$ cat config.mk
export PLATFORM = sky130hd
export DESIGN_NAME = mesi_req_master
export DESIGN_NICKNAME = d
export VERILOG_FILES = /design/src/rtl/mesi_req_master.sv
export SDC_FILE = /design/constraint.sdc
export NUM_CORES = 1
export LEC_CHECK = 0
export CAP_MARGIN = 20
export CELL_PAD_IN_SITES_DETAIL_PLACEMENT = 1
export CELL_PAD_IN_SITES_GLOBAL_PLACEMENT = 1
export CORE_MARGIN = 4
export CORE_UTILIZATION = 29
export CTS_CLUSTER_SIZE = 16
export DETAILED_ROUTE_END_ITERATION = 8
export PLACE_DENSITY = 0.76
export SETUP_SLACK_MARGIN = 0.1
export SYNTH_ARGS = -nofsm -noshare
export SYNTH_HDL_FRONTEND = slang
export SYNTH_SLANG_ARGS = --single-unit
$ cat constraint.sdc
create_clock -name clk -period 3.4 [get_ports clk]
set_input_delay 0.68 -clock clk [delete_from_list [all_inputs] [get_ports clk]]
set_output_delay 0.68 -clock clk [all_outputs]
set_load 0.02 [all_outputs]
$ cat src/rtl/mesi_req_master.sv
// mesi_req_master
// Core-side request initiator for the mesi_coherency cache port. Accepts one
// read or write command at a time, issues it to the cache for exactly one
// cycle, waits for the write result (fixed latency W_LAT) or the read data
// (bounded by TIMEOUT), then holds a single response beat until it is taken.
//
// Optional feature macro: MESI_REQ_STATS_EN adds 16-bit saturating outcome
// counters (stat_rd_hit, stat_rd_miss, stat_wr_hit, stat_wr_miss, stat_timeout).
//
// Ports:
//   clk, rst                        clock, asynchronous active-high reset
//   cmd_valid/cmd_ready             command handshake
//   cmd_write/cmd_addr/cmd_wdata    command payload
//   data_addr/wdata                 cache address and write data
//   awvalid/wvalid/arvalid          cache issue strobes
//   rvalid/rdata/r_hit/r_resp       cache read return
//   w_hit/w_resp                    cache write result
//   rsp_valid/rsp_ready             response handshake
//   rsp_write/rsp_rdata/rsp_hit/
//   rsp_code/rsp_timeout            response payload
//   stat_*                          outcome counters (MESI_REQ_STATS_EN only)
//   busy                            high whenever not idle
module mesi_req_master #(
  parameter int ADDR_W  = 20,
  parameter int DATA_W  = 32,
  parameter int W_LAT   = 1,
  parameter int TIMEOUT = 64
) (
  input  logic              clk,
  input  logic              rst,
  input  logic              cmd_valid,
  output logic              cmd_ready,
  input  logic              cmd_write,
  input  logic [ADDR_W-1:0] cmd_addr,
  input  logic [DATA_W-1:0] cmd_wdata,
  output logic [ADDR_W-1:0] data_addr,
  output logic [DATA_W-1:0] wdata,
  output logic              awvalid,
  output logic              wvalid,
  output logic              arvalid,
  input  logic              rvalid,
  input  logic [DATA_W-1:0] rdata,
  input  logic              r_hit,
  input  logic              w_hit,
  input  logic [1:0]        r_resp,
  input  logic [1:0]        w_resp,
  output logic              rsp_valid,
  input  logic              rsp_ready,
  output logic              rsp_write,
  output logic [DATA_W-1:0] rsp_rdata,
  output logic              rsp_hit,
  output logic [1:0]        rsp_code,
  output logic              rsp_timeout,
`ifdef MESI_REQ_STATS_EN
  output logic [15:0]       stat_rd_hit,
  output logic [15:0]       stat_rd_miss,
  output logic [15:0]       stat_wr_hit,
  output logic [15:0]       stat_wr_miss,
  output logic [15:0]       stat_timeout,
`endif
  output logic              busy
);

  localparam logic [2:0] S_IDLE    = 3'd0;
  localparam logic [2:0] S_ISSUE   = 3'd1;
  localparam logic [2:0] S_WR_WAIT = 3'd2;
  localparam logic [2:0] S_RD_WAIT = 3'd3;
  localparam logic [2:0] S_RESP    = 3'd4;

  localparam logic [3:0] W_LAT_C   = 4'(W_LAT);
  localparam logic [9:0] TIMEOUT_C = 10'(TIMEOUT);

  logic [2:0]        state_q, state_d;
  logic              wr_q, wr_d;
  logic [ADDR_W-1:0] data_addr_q, data_addr_d;
  logic [DATA_W-1:0] wdata_q, wdata_d;
  logic [3:0]        wcnt_q, wcnt_d;
  logic [9:0]        rcnt_q, rcnt_d;
  logic              rsp_write_q, rsp_write_d;
  logic [DATA_W-1:0] rsp_rdata_q, rsp_rdata_d;
  logic              rsp_hit_q, rsp_hit_d;
  logic [1:0]        rsp_code_q, rsp_code_d;
  logic              rsp_timeout_q, rsp_timeout_d;

  always_comb begin
    state_d       = state_q;
    wr_d          = wr_q;
    data_addr_d   = data_addr_q;
    wdata_d       = wdata_q;
    wcnt_d        = wcnt_q;
    rcnt_d        = rcnt_q;
    rsp_write_d   = rsp_write_q;
    rsp_rdata_d   = rsp_rdata_q;
    rsp_hit_d     = rsp_hit_q;
    rsp_code_d    = rsp_code_q;
    rsp_timeout_d = rsp_timeout_q;
    case (state_q)
      S_IDLE: begin
        if (cmd_valid) begin
          state_d     = S_ISSUE;
          wr_d        = cmd_write;
          data_addr_d = cmd_addr;
          wdata_d     = cmd_wdata;
        end
      end
      S_ISSUE: begin
        if (wr_q) begin
          state_d = S_WR_WAIT;
          wcnt_d  = 4'd1;
        end else begin
          state_d = S_RD_WAIT;
          rcnt_d  = 10'd1;
        end
      end
      S_WR_WAIT: begin
        wcnt_d = wcnt_q + 4'd1;
        if (wcnt_q == W_LAT_C) begin
          state_d       = S_RESP;
          rsp_write_d   = 1'b1;
          rsp_rdata_d   = '0;
          rsp_hit_d     = w_hit;
          rsp_code_d    = w_resp;
          rsp_timeout_d = 1'b0;
        end
      end
      S_RD_WAIT: begin
        rcnt_d = rcnt_q + 10'd1;
        // A real return in the final counted cycle takes priority over the timeout.
        if (rvalid) begin
          state_d       = S_RESP;
          rsp_write_d   = 1'b0;
          rsp_rdata_d   = rdata;
          rsp_hit_d     = r_hit;
          rsp_code_d    = r_resp;
          rsp_timeout_d = 1'b0;
        end else if (rcnt_q == TIMEOUT_C) begin
          state_d       = S_RESP;
          rsp_write_d   = 1'b0;
          rsp_rdata_d   = '0;
          rsp_hit_d     = 1'b0;
          rsp_code_d    = 2'b11;
          rsp_timeout_d = 1'b1;
        end
      end
      S_RESP: begin
        if (rsp_ready) begin
          state_d       = S_IDLE;
          // Timeout flag only accompanies the beat it belongs to.
          rsp_timeout_d = 1'b0;
        end
      end
      default: state_d = S_IDLE;
    endcase
  end

  always_ff @(posedge clk or posedge rst) begin
    if (rst) begin
      state_q       <= S_IDLE;
      wr_q          <= 1'b0;
      data_addr_q   <= '0;
      wdata_q       <= '0;
      wcnt_q        <= '0;
      rcnt_q        <= '0;
      rsp_write_q   <= 1'b0;
      rsp_rdata_q   <= '0;
      rsp_hit_q     <= 1'b0;
      rsp_code_q    <= 2'b00;
      rsp_timeout_q <= 1'b0;
    end else begin
      state_q       <= state_d;
      wr_q          <= wr_d;
      data_addr_q   <= data_addr_d;
      wdata_q       <= wdata_d;
      wcnt_q        <= wcnt_d;
      rcnt_q        <= rcnt_d;
      rsp_write_q   <= rsp_write_d;
      rsp_rdata_q   <= rsp_rdata_d;
      rsp_hit_q     <= rsp_hit_d;
      rsp_code_q    <= rsp_code_d;
      rsp_timeout_q <= rsp_timeout_d;
    end
  end

  assign cmd_ready   = (state_q == S_IDLE);
  assign busy        = (state_q != S_IDLE);
  assign awvalid     = (state_q == S_ISSUE) && wr_q;
  assign wvalid      = (state_q == S_ISSUE) && wr_q;
  assign arvalid     = (state_q == S_ISSUE) && !wr_q;
  assign data_addr   = data_addr_q;
  assign wdata       = wdata_q;
  assign rsp_valid   = (state_q == S_RESP);
  assign rsp_write   = rsp_write_q;
  assign rsp_rdata   = rsp_rdata_q;
  assign rsp_hit     = rsp_hit_q;
  assign rsp_code    = rsp_code_q;
  assign rsp_timeout = rsp_timeout_q;

`ifdef MESI_REQ_STATS_EN
  logic [15:0] stat_rd_hit_q, stat_rd_hit_d;
  logic [15:0] stat_rd_miss_q, stat_rd_miss_d;
  logic [15:0] stat_wr_hit_q, stat_wr_hit_d;
  logic [15:0] stat_wr_miss_q, stat_wr_miss_d;
  logic [15:0] stat_timeout_q, stat_timeout_d;

  function automatic logic [15:0] sat_inc(input logic [15:0] v);
    return (v == 16'hFFFF) ? v : v + 16'd1;
  endfunction

  // Outcomes are classified from the values about to be registered for the beat.
  always_comb begin
    stat_rd_hit_d  = stat_rd_hit_q;
    stat_rd_miss_d = stat_rd_miss_q;
    stat_wr_hit_d  = stat_wr_hit_q;
    stat_wr_miss_d = stat_wr_miss_q;
    stat_timeout_d = stat_timeout_q;
    if (state_q == S_RD_WAIT && state_d == S_RESP) begin
      if (rsp_timeout_d)  stat_timeout_d = sat_inc(stat_timeout_q);
      else if (rsp_hit_d) stat_rd_hit_d  = sat_inc(stat_rd_hit_q);
      else                stat_rd_miss_d = sat_inc(stat_rd_miss_q);
    end
    if (state_q == S_WR_WAIT && state_d == S_RESP) begin
      if (rsp_hit_d) stat_wr_hit_d  = sat_inc(stat_wr_hit_q);
      else           stat_wr_miss_d = sat_inc(stat_wr_miss_q);
    end
  end

  always_ff @(posedge clk or posedge rst) begin
    if (rst) begin
      stat_rd_hit_q  <= '0;
      stat_rd_miss_q <= '0;
      stat_wr_hit_q  <= '0;
      stat_wr_miss_q <= '0;
      stat_timeout_q <= '0;
    end else begin
      stat_rd_hit_q  <= stat_rd_hit_d;
      stat_rd_miss_q <= stat_rd_miss_d;
      stat_wr_hit_q  <= stat_wr_hit_d;
      stat_wr_miss_q <= stat_wr_miss_d;
      stat_timeout_q <= stat_timeout_d;
    end
  end

  assign stat_rd_hit  = stat_rd_hit_q;
  assign stat_rd_miss = stat_rd_miss_q;
  assign stat_wr_hit  = stat_wr_hit_q;
  assign stat_wr_miss = stat_wr_miss_q;
  assign stat_timeout = stat_timeout_q;
`endif

endmodule

**Word-level counts from Yosys, hierarchy flattened**

Index checks and enable logic that the tools add are counted.
Widths: inputs -> output; s select.

- $add $sub $neg: 2
- Equality and inequality tests: 12
- Multiplexer cells: 31
- Reductions and logical operators: 15

Operators with widths:

| cell | count |
|---|---|
| $mux 32 | 3 |
| $pmux 32 s2 | 1 |
| $pmux 10 s2 | 1 |
| $mux 3 | 5 |
| $pmux 3 s5 | 1 |
| $add 10x1->10 const B | 1 |
| $eq 10x7->1 const B | 1 |
| $mux 1 | 10 |
| $mux 10 | 1 |
| $ne 2x2->1 const B | 4 |
| $pmux 4 s2 | 1 |
| $reduce_and 4->1 | 2 |
| $eq 3x2->1 const B | 2 |
| $mux 2 | 3 |
| $reduce_and 2->1 | 3 |
| $reduce_bool 2->1 | 3 |
| $reduce_bool 3->1 | 2 |
| $add 4x1->4 const B | 1 |
| $eq 4x1->1 const B | 1 |
| $mux 4 | 1 |
| $pmux 1 s2 | 2 |
| $pmux 2 s2 | 1 |
| $eq 3x1->1 const B | 1 |
| $eq 3x3->1 const B | 1 |
| 7 further kinds | 8 |

- Bits in registers: 107
- Input bits: 96
- Output and inout bits: 95
- Word-level logic and storage cells: 71

**Longest topological paths before layout**

Gate-level depths: netlist (run 1).

- Depth after elaboration: 4
- Mapped depth: 7
- Depth with buffers taken out: 6

**Least setup slack after synthesis (run 1)**

No wires, ideal clock.

- Path type: register to output
- From: register state_q[2]
- To: output port wvalid
- Arrival time: 1652 ps
- Required time: 2720 ps
- Path slack: 1068 ps
- Cell stages (with the launch flop): 5
- Buffers on the path: 2
- Cell sequence: dfrtp_1 nand2b_1 clkbuf_1 nor3_1 buf_4

- Cells in the longest elaborated chain, start to end: 2

Ends and longest elaborated chain:

| what | RTL line | source |
|---|---|---|
| start: declaration | 73 | `logic [2:0] state_q, state_d;` |
| start signal: assignment | 170 | `state_q <= state_d;` |
| $eq 3x1->1 | -- |  |
| $logic_and 1x1->1 | -- |  |
| end: declaration | 39 | `output logic wvalid,` |

Every way passes these cells.

**Worst setup path in the final report (run 1)**

- From: register state_q[0]
- To: output port arvalid

- Cells in the longest elaborated chain, start to end: 2

Ends and longest elaborated chain:

| what | RTL line | source |
|---|---|---|
| $eq 3x1->1 | 188 | `assign arvalid = (state_q == S_ISSUE) && !wr_q;` |
| $logic_and 1x1->1 | 188 |  |
| end: declaration | 40 | `output logic arvalid,` |

Every way passes these cells.

==> flow_summary_export.csv, run 1 <==
group,metric,value,unit
cts,ctsResizeCount,0,
critical_path,cp.required,2.72,ns
yosys,yosysWarnings,0,
critical_path,slowest_delay,0.60,ns
sta,fin_crit,2.986,ns
cts,post_cts_buffers,0,
grt,met3_usage,4.065,%
hold_path,holdPathEnd,"rcnt_q[9]",
floorplanning,num_io_pins,191,
finish,area.growth.synth_to_final,55.72,%
yosys,seq_area_frac_synth,61.65,%
critical_path,crit_chain,"nand2b_1, or3_1, inv_1, clkdlybuf4s50_1",
drt,via_per_inst,4.766,
placed_design,hpwlAfterDp,9471,um
power,p_per_area,895.7,mW/mm2
sta,rsz0062_at_grt,"no",
sta,hold_violations,0,
critical_path,regToRegSetupSlack,1.08,ns
placed_design,port_buffers,190,
sta,post-route-period-util,87.82,%
sta,drv_slew,0,
critical_path,crit_family,"simple AND/OR/NAND/NOR gates",
critical_path,crit_path_start_kind,"flop",
yosys,synth_cell_types,36,
yosys,syn_inst,315,
hold_path,hold_class,"flop to flop",
sta,setup_viol,0,
floorplanning,rows,44,
sta,fmax,334.9,MHz
critical_path,crit_slowest_cell,"clkdlybuf4s50_1",
cts,cts.clk_slew.worst_paths,0.07,ns
grt,met2_usage,26.07,%
yosys,synth_seq_cells,107,
placed_design,pre_cts_ws,0.7396,ns
yosys,synthesis.nets,415,
critical_path,reg2reg_depth,4,
finish,diodes,0,
grt,grt_max_degree,55,
sta,fin_worst_skew,0.006519,ns
finish,finalNetCount,604,
cts,htreeDepth,3,
drt,num_vias,3298,
job,maxCapViolCount,0,
grt,antenna_found_initial,0,
cts,cts_tree,"yes",
floorplanning,initial_utilization,29.77,%
sta,fin_setup_tns,0,ns
critical_path,reg2reg_from,"state_q[0]",
cts,cts_hold_buf,0,
yosys,netlist.area_leader.share,61.65,%
sta,worst_pin_slew,0.7320,ns
grt,track_usage,14.99,%
critical_path,arrival,2.31,ns
yosys,yosys.area.top_type,"dfrtp_1",
sta,max_slew_margin,51.09,%
grt,grt_use_met1,17.26,%
drt,wl,12740,um
critical_path,timing.rr.end,"data_addr[3]",
critical_path,endpoint_kind,"output port",
cts,ctsLongestPathBuffers,2,
grt,top_usage_layer,"met2",
placed_design,gp_congestion,0.7899,
grt,gr-total-overflow,0,
drt,avgRoutedWirePerCell,18.41,um
drt,final_antenna_net_count,0,
hold_path,hp-start,"rcnt_q[9]",
power,p_leak,0.002832,uW
yosys,netlist_area,0.004343,mm2
yosys,synth_area_leaders,"dfrtp_1, mux2_2, a22o_1, mux2i_1, ha_1",
floorplanning,core-area,0.01459,mm2
grt,first_global_vias,3710,
drt,first_pass_iters,4,
floorplanning,die_h,130.4,um
cts,cts_root_buf,"clkbuf_16",
cts,cts_made_buffers,9,
grt,grt_pass1_wl,19710,um
floorplanning,die_w,130.4,um
finish,fillers,1499,
critical_path,cp_max_fo,11,
critical_path,path_class,"flop to output port",
critical_path,worst-path-buf-inv,2,
floorplanning,design.die.area,0.01700,mm2
finish,drive_gt1_share,15.94,%
finish,multi_input_area,0.001531,mm2
drt,initialDrtViolationCount,93,
cts,clk-insertion-delay-late,0.35,ns
cts,cts_sinks,107,
run_status,status,"finished, final reports clean",
yosys,synth.avg_cell_area,13.79,um2
finish,ff_latch_area,0.002678,mm2
hold_path,holdPathStages,1,
sta,finalWorstSetupSlack,0.4140,ns
power,irDropWorstVdd,0.4180,mV
drt,drc_errors,0,
## placed cells by master (no fill, tap or decap), types with 3 or more instances in the layout
master,synthesis,layout
mux2_2,53,53
nand2b_1,4,4
or3_1,4,4
clkbuf_16,0,9
nor3b_1,3,3
buf_4,1,3
o21ai_0,10,10
nor2_1,6,6
a22o_1,38,38
a21oi_1,4,4
nand2_1,13,13
ha_1,4,4
inv_1,13,12
dfrtp_1,107,107
nand3_1,5,5
clkdlybuf4s50_1,0,190
nor3_1,6,4
mux2i_1,7,7
## sequential cells by signal (all words and copies together) (netlist names)
name	cells
rsp_hit	1
wr_q	1
rcnt_q	10
rsp_code	2
rsp_write	1
state_q	3
rsp_timeout	1
data_addr	20
wcnt_q	4
rsp_rdata	32
wdata	32
## Yosys cell counts
master	count
nor4_1	2
or3_1	4
buf_2	8
dfrtp_1	107
inv_1	13
xnor2_1	2
and2_1	1
o22a_1	1
and4bb_2	1
o21ai_0	10
nand2b_1	4
nor3b_1	3
a21bo_2	1
buf_6	3
and4_1	1
o31ai_4	1
o31ai_1	2
or4b_4	1
nor3_1	6
nand2_4	1
a22o_1	38
o21a_1	2
ha_1	4
nor2_1	6
mux2_2	53
clkbuf_1	4
nand3b_1	1
nand3_1	5
nor2b_1	1
a2111oi_0	1
buf_4	1
xor2_1	1
a21oi_1	4
o2bb2ai_1	2
mux2i_1	7
nand2_1	13
## worst reg2reg max path, delay by kind of cell (launching register included)
kind / cells / cell delay [ns]
AND/OR/NAND/NOR: 2 / 0.70
flip-flops: 1 / 0.50
multiplexers: 1 / 0.48
buffers and inverters: 1 / 0.53
## cell families (layout without fill, tap and decap cells)
group | count (synthesis) | in the layout | share of synthesized area, %
XOR/XNOR | 3 | 3 | 0.6051
AO/OA/AOI/OAI | 62 | 62 | 11.50
adder cells (fa/ha/maj) | 4 | 4 | 1.152
multiplexers | 60 | 60 | 15.36
AND/OR/NAND/NOR | 50 | 50 | 6.396
buffers and inverters | 29 | 222 | 3.342
flip-flops | 107 | 107 | 61.65
## report_power, final
group          internal (uW)  switching, uW
Combinational           1440           1380
Sequential              1770            320
Clock                    682            461
## worst max path at each step
stage               start  depth (start not counted)       to
2_1_floorplan  state_q[2]                          4   wvalid
4_1_cts        state_q[0]                          3  awvalid
3_5_place_dp   state_q[0]                          3  awvalid
5_1_grt        state_q[0]                          4  arvalid
6_report       state_q[0]                          4  arvalid
3_3_place_gp   state_q[0]                          3  awvalid
## layer usage
| metal | wire, um | up-vias |
|---|---|---|
| li1 | - | 1512 |
| met1 | 4868 | 1652 |
| met2 | 6672 | 106 |
| met3 | 771 | 28 |
| met4 | 427 | 0 |
| met5 | 0 | - |
## metrics by stage
step	utilization, %	hold WS (ns)	total power (uW)	std cells	area [um2]
after floorplan	-	0.4472	3634	315	4347
after global placement	44.08	0.4688	4863	677	6431
after detailed placement	44.08	0.4803	4976	677	6431
after CTS	46.32	0.4902	6162	692	6758
after global routing	46.36	0.5175	6421	692	6763
final	46.36	0.4875	6058	692	6763
## area by class of cell
type | count | share of cell area [%]
clock buffers | 11 | 3.737
clock inverters | 4 | 1.092
inverters | 13 | 0.7771
multi-input cells | 179 | 22.65
flip-flops and latches | 107 | 39.59
well taps | 184 | 3.404
repair buffers | 194 | 28.75
Power figures use the tool's default switching activity.
==> run 2: changes to the inputs <==
--- a/config.mk
+++ b/config.mk
@@ -12,8 +12,9 @@
 export CORE_UTILIZATION = 29
 export CTS_CLUSTER_SIZE = 16
 export DETAILED_ROUTE_END_ITERATION = 8
+export HOLD_SLACK_MARGIN = 0.05
 export PLACE_DENSITY = 0.76
-export SETUP_SLACK_MARGIN = 0.1
+export SETUP_SLACK_MARGIN = 0.02
 export SYNTH_ARGS = -nofsm -noshare
 export SYNTH_HDL_FRONTEND = slang
 export SYNTH_SLANG_ARGS = --single-unit
==> flow_summary_export.csv, run 2 (synthesized netlist as in run 1, its figures left out) <==
group,metric,value,unit
run_status,status,"finished, final reports clean",
job,maxCapViolCount,0,
placed_design,hpwlAfterDp,9471,um
cts,post_cts_buffers,0,
drt,highest_layer,"met4",
grt,grt_pass1_wl,19710,um
sta,fin_crit,3.086,ns
placed_design,place_inst,677,
power,p_leak,0.002831,uW
power,power.total,6052,uW
cts,cts_hold_buf,0,
sta,max_slew_margin,51.65,%
critical_path,cp_max_fo,11,
sta,worst_pin_slew,0.7236,ns
critical_path,crit_slowest_cell,"clkdlybuf4s50_1",
grt,track_usage,14.99,%
sta,post-route-period-util,90.78,%
finish,stdcell_count,692,
placed_design,port_buffers,190,
cts,cts_sinks,107,
sta,rsz0062_at_grt,"no",
floorplanning,die_h,130.4,um
grt,grt_max_degree,55,
grt,gr-total-overflow,0,
drt,initialDrtViolationCount,92,
drt,wl_met3,773,um
finish,final_cell_mix,"clkdlybuf4s50_1, dfrtp_1, mux2_2",
floorplanning,rows,44,
floorplanning,core-area,0.01459,mm2
drt,drc_errors,0,
placed_design,placed_area,0.006431,mm2
cts,cts_root_buf,"clkbuf_16",
finish,finalNetCount,604,
cts,cts.clk_slew.worst_paths,0.07,ns
sta,hold_violations,0,
finish,diodes,0,
drt,final_antenna_net_count,0,
hold_path,hold_class,"flop to flop",
sta,fin_worst_skew,0.004639,ns
grt,antenna_found_initial,0,
critical_path,path_class,"flop to output port",
floorplanning,die_w,130.4,um
finish,final_cell_area,0.006758,mm2
cts,htreeDepth,3,
critical_path,crit_chain,"nand2b_1, nor3_1, clkdlybuf4s50_1",
cts,cts_made_buffers,9,
drt,first_pass_iters,3,
drt,avgRoutedWirePerCell,18.41,um
drt,via_per_inst,4.776,
finish,layout_commonest_cell,"clkdlybuf4s50_1",
cts,clk-insertion-delay-late,0.35,ns
cts,ctsResizeCount,0,
sta,fmax,324.0,MHz
drt,num_vias,3305,
floorplanning,num_io_pins,191,
floorplanning,initial_utilization,29.77,%
floorplanning,design.die.area,0.01700,mm2
power,irDropWorstVdd,0.4123,mV
drt,wl_met1,4861,um
grt,first_global_vias,3710,
sta,holdWs,0.4871,ns
sta,setup_viol,0,
drt,dr_wl_met2,6676,um
sta,drv_slew,0,
critical_path,slowest_delay,0.72,ns
sta,fin_setup_tns,0,ns
critical_path,crit_path_start_kind,"flop",
power,p_per_area,895.6,mW/mm2
placed_design,gp_congestion,0.7899,
critical_path,arrival,2.41,ns
cts,ctsLongestPathBuffers,2,
critical_path,cp.required,2.72,ns
critical_path,endpoint_kind,"output port",
drt,wl,12740,um
finish,drive_gt1_share,15.75,%
finish,area.growth.synth_to_final,55.60,%
cts,cts_tree,"yes",
run 2: cell types whose count changed in the layout (fill, tap and decap cells not counted):
cell,change
nor3_1,+1
nor3_2,-1
run 2: final timing paths:
kind | cells after the start | startpoint | to | slack (ns)
setup / recovery | 3 | state_q[0] | awvalid | 0.31
hold / removal | 1 | rcnt_q[9] | rcnt_q[9] | 0.49
setup reg to reg | 4 | state_q[0] | data_addr[3] | 1.07
hold reg to reg | 1 | rcnt_q[9] | rcnt_q[9] | 0.49
max in group asynchronous | 3 | rst | rsp_rdata[7] | 1.78
min in group asynchronous | 2 | rst | wdata[24] | 0.73
run 2: power by group:
part | switching, uW | internal (uW) | total, uW
logic | 1370 | 1440 | 2820
clock network | 459 | 682 | 1140
registers | 319 | 1770 | 2090
run 2: critical path, delay by kind of cell (launching register included):
family | cells | cell delay, ns
buf+inv | 1 | 0.72
flops | 1 | 0.54
simple gates | 2 | 0.79
run 2: area by class of cell:
class / instances / area (um2)
clock buffers: 11 / 252.7
clock inverters: 4 / 73.82
fillers: 1500 / 7831
inverters: 13 / 52.55
multi-input cells: 179 / 1526
flip-flops and latches: 107 / 2678
well taps: 184 / 230.2
repair buffers: 194 / 1944
run 2: stage by stage:
step | utilization [%] | setup WS [ns]
after floorplan | - | 1.068
after global placement | 44.08 | 0.8019
after detailed placement | 44.08 | 0.7396
after CTS | 46.32 | 0.2903
after global routing | 46.32 | 0.09286
final | 46.32 | 0.3136
run 2: metal layers:
| metal | global-route usage, % | vias up |
|---|---|---|
| li1 | - | 1509 |
| met1 | 17.26 | 1660 |
| met2 | 26.07 | 108 |
| met3 | 4.065 | 28 |
| met4 | 6.776 | 0 |
| met5 | 0 | - |
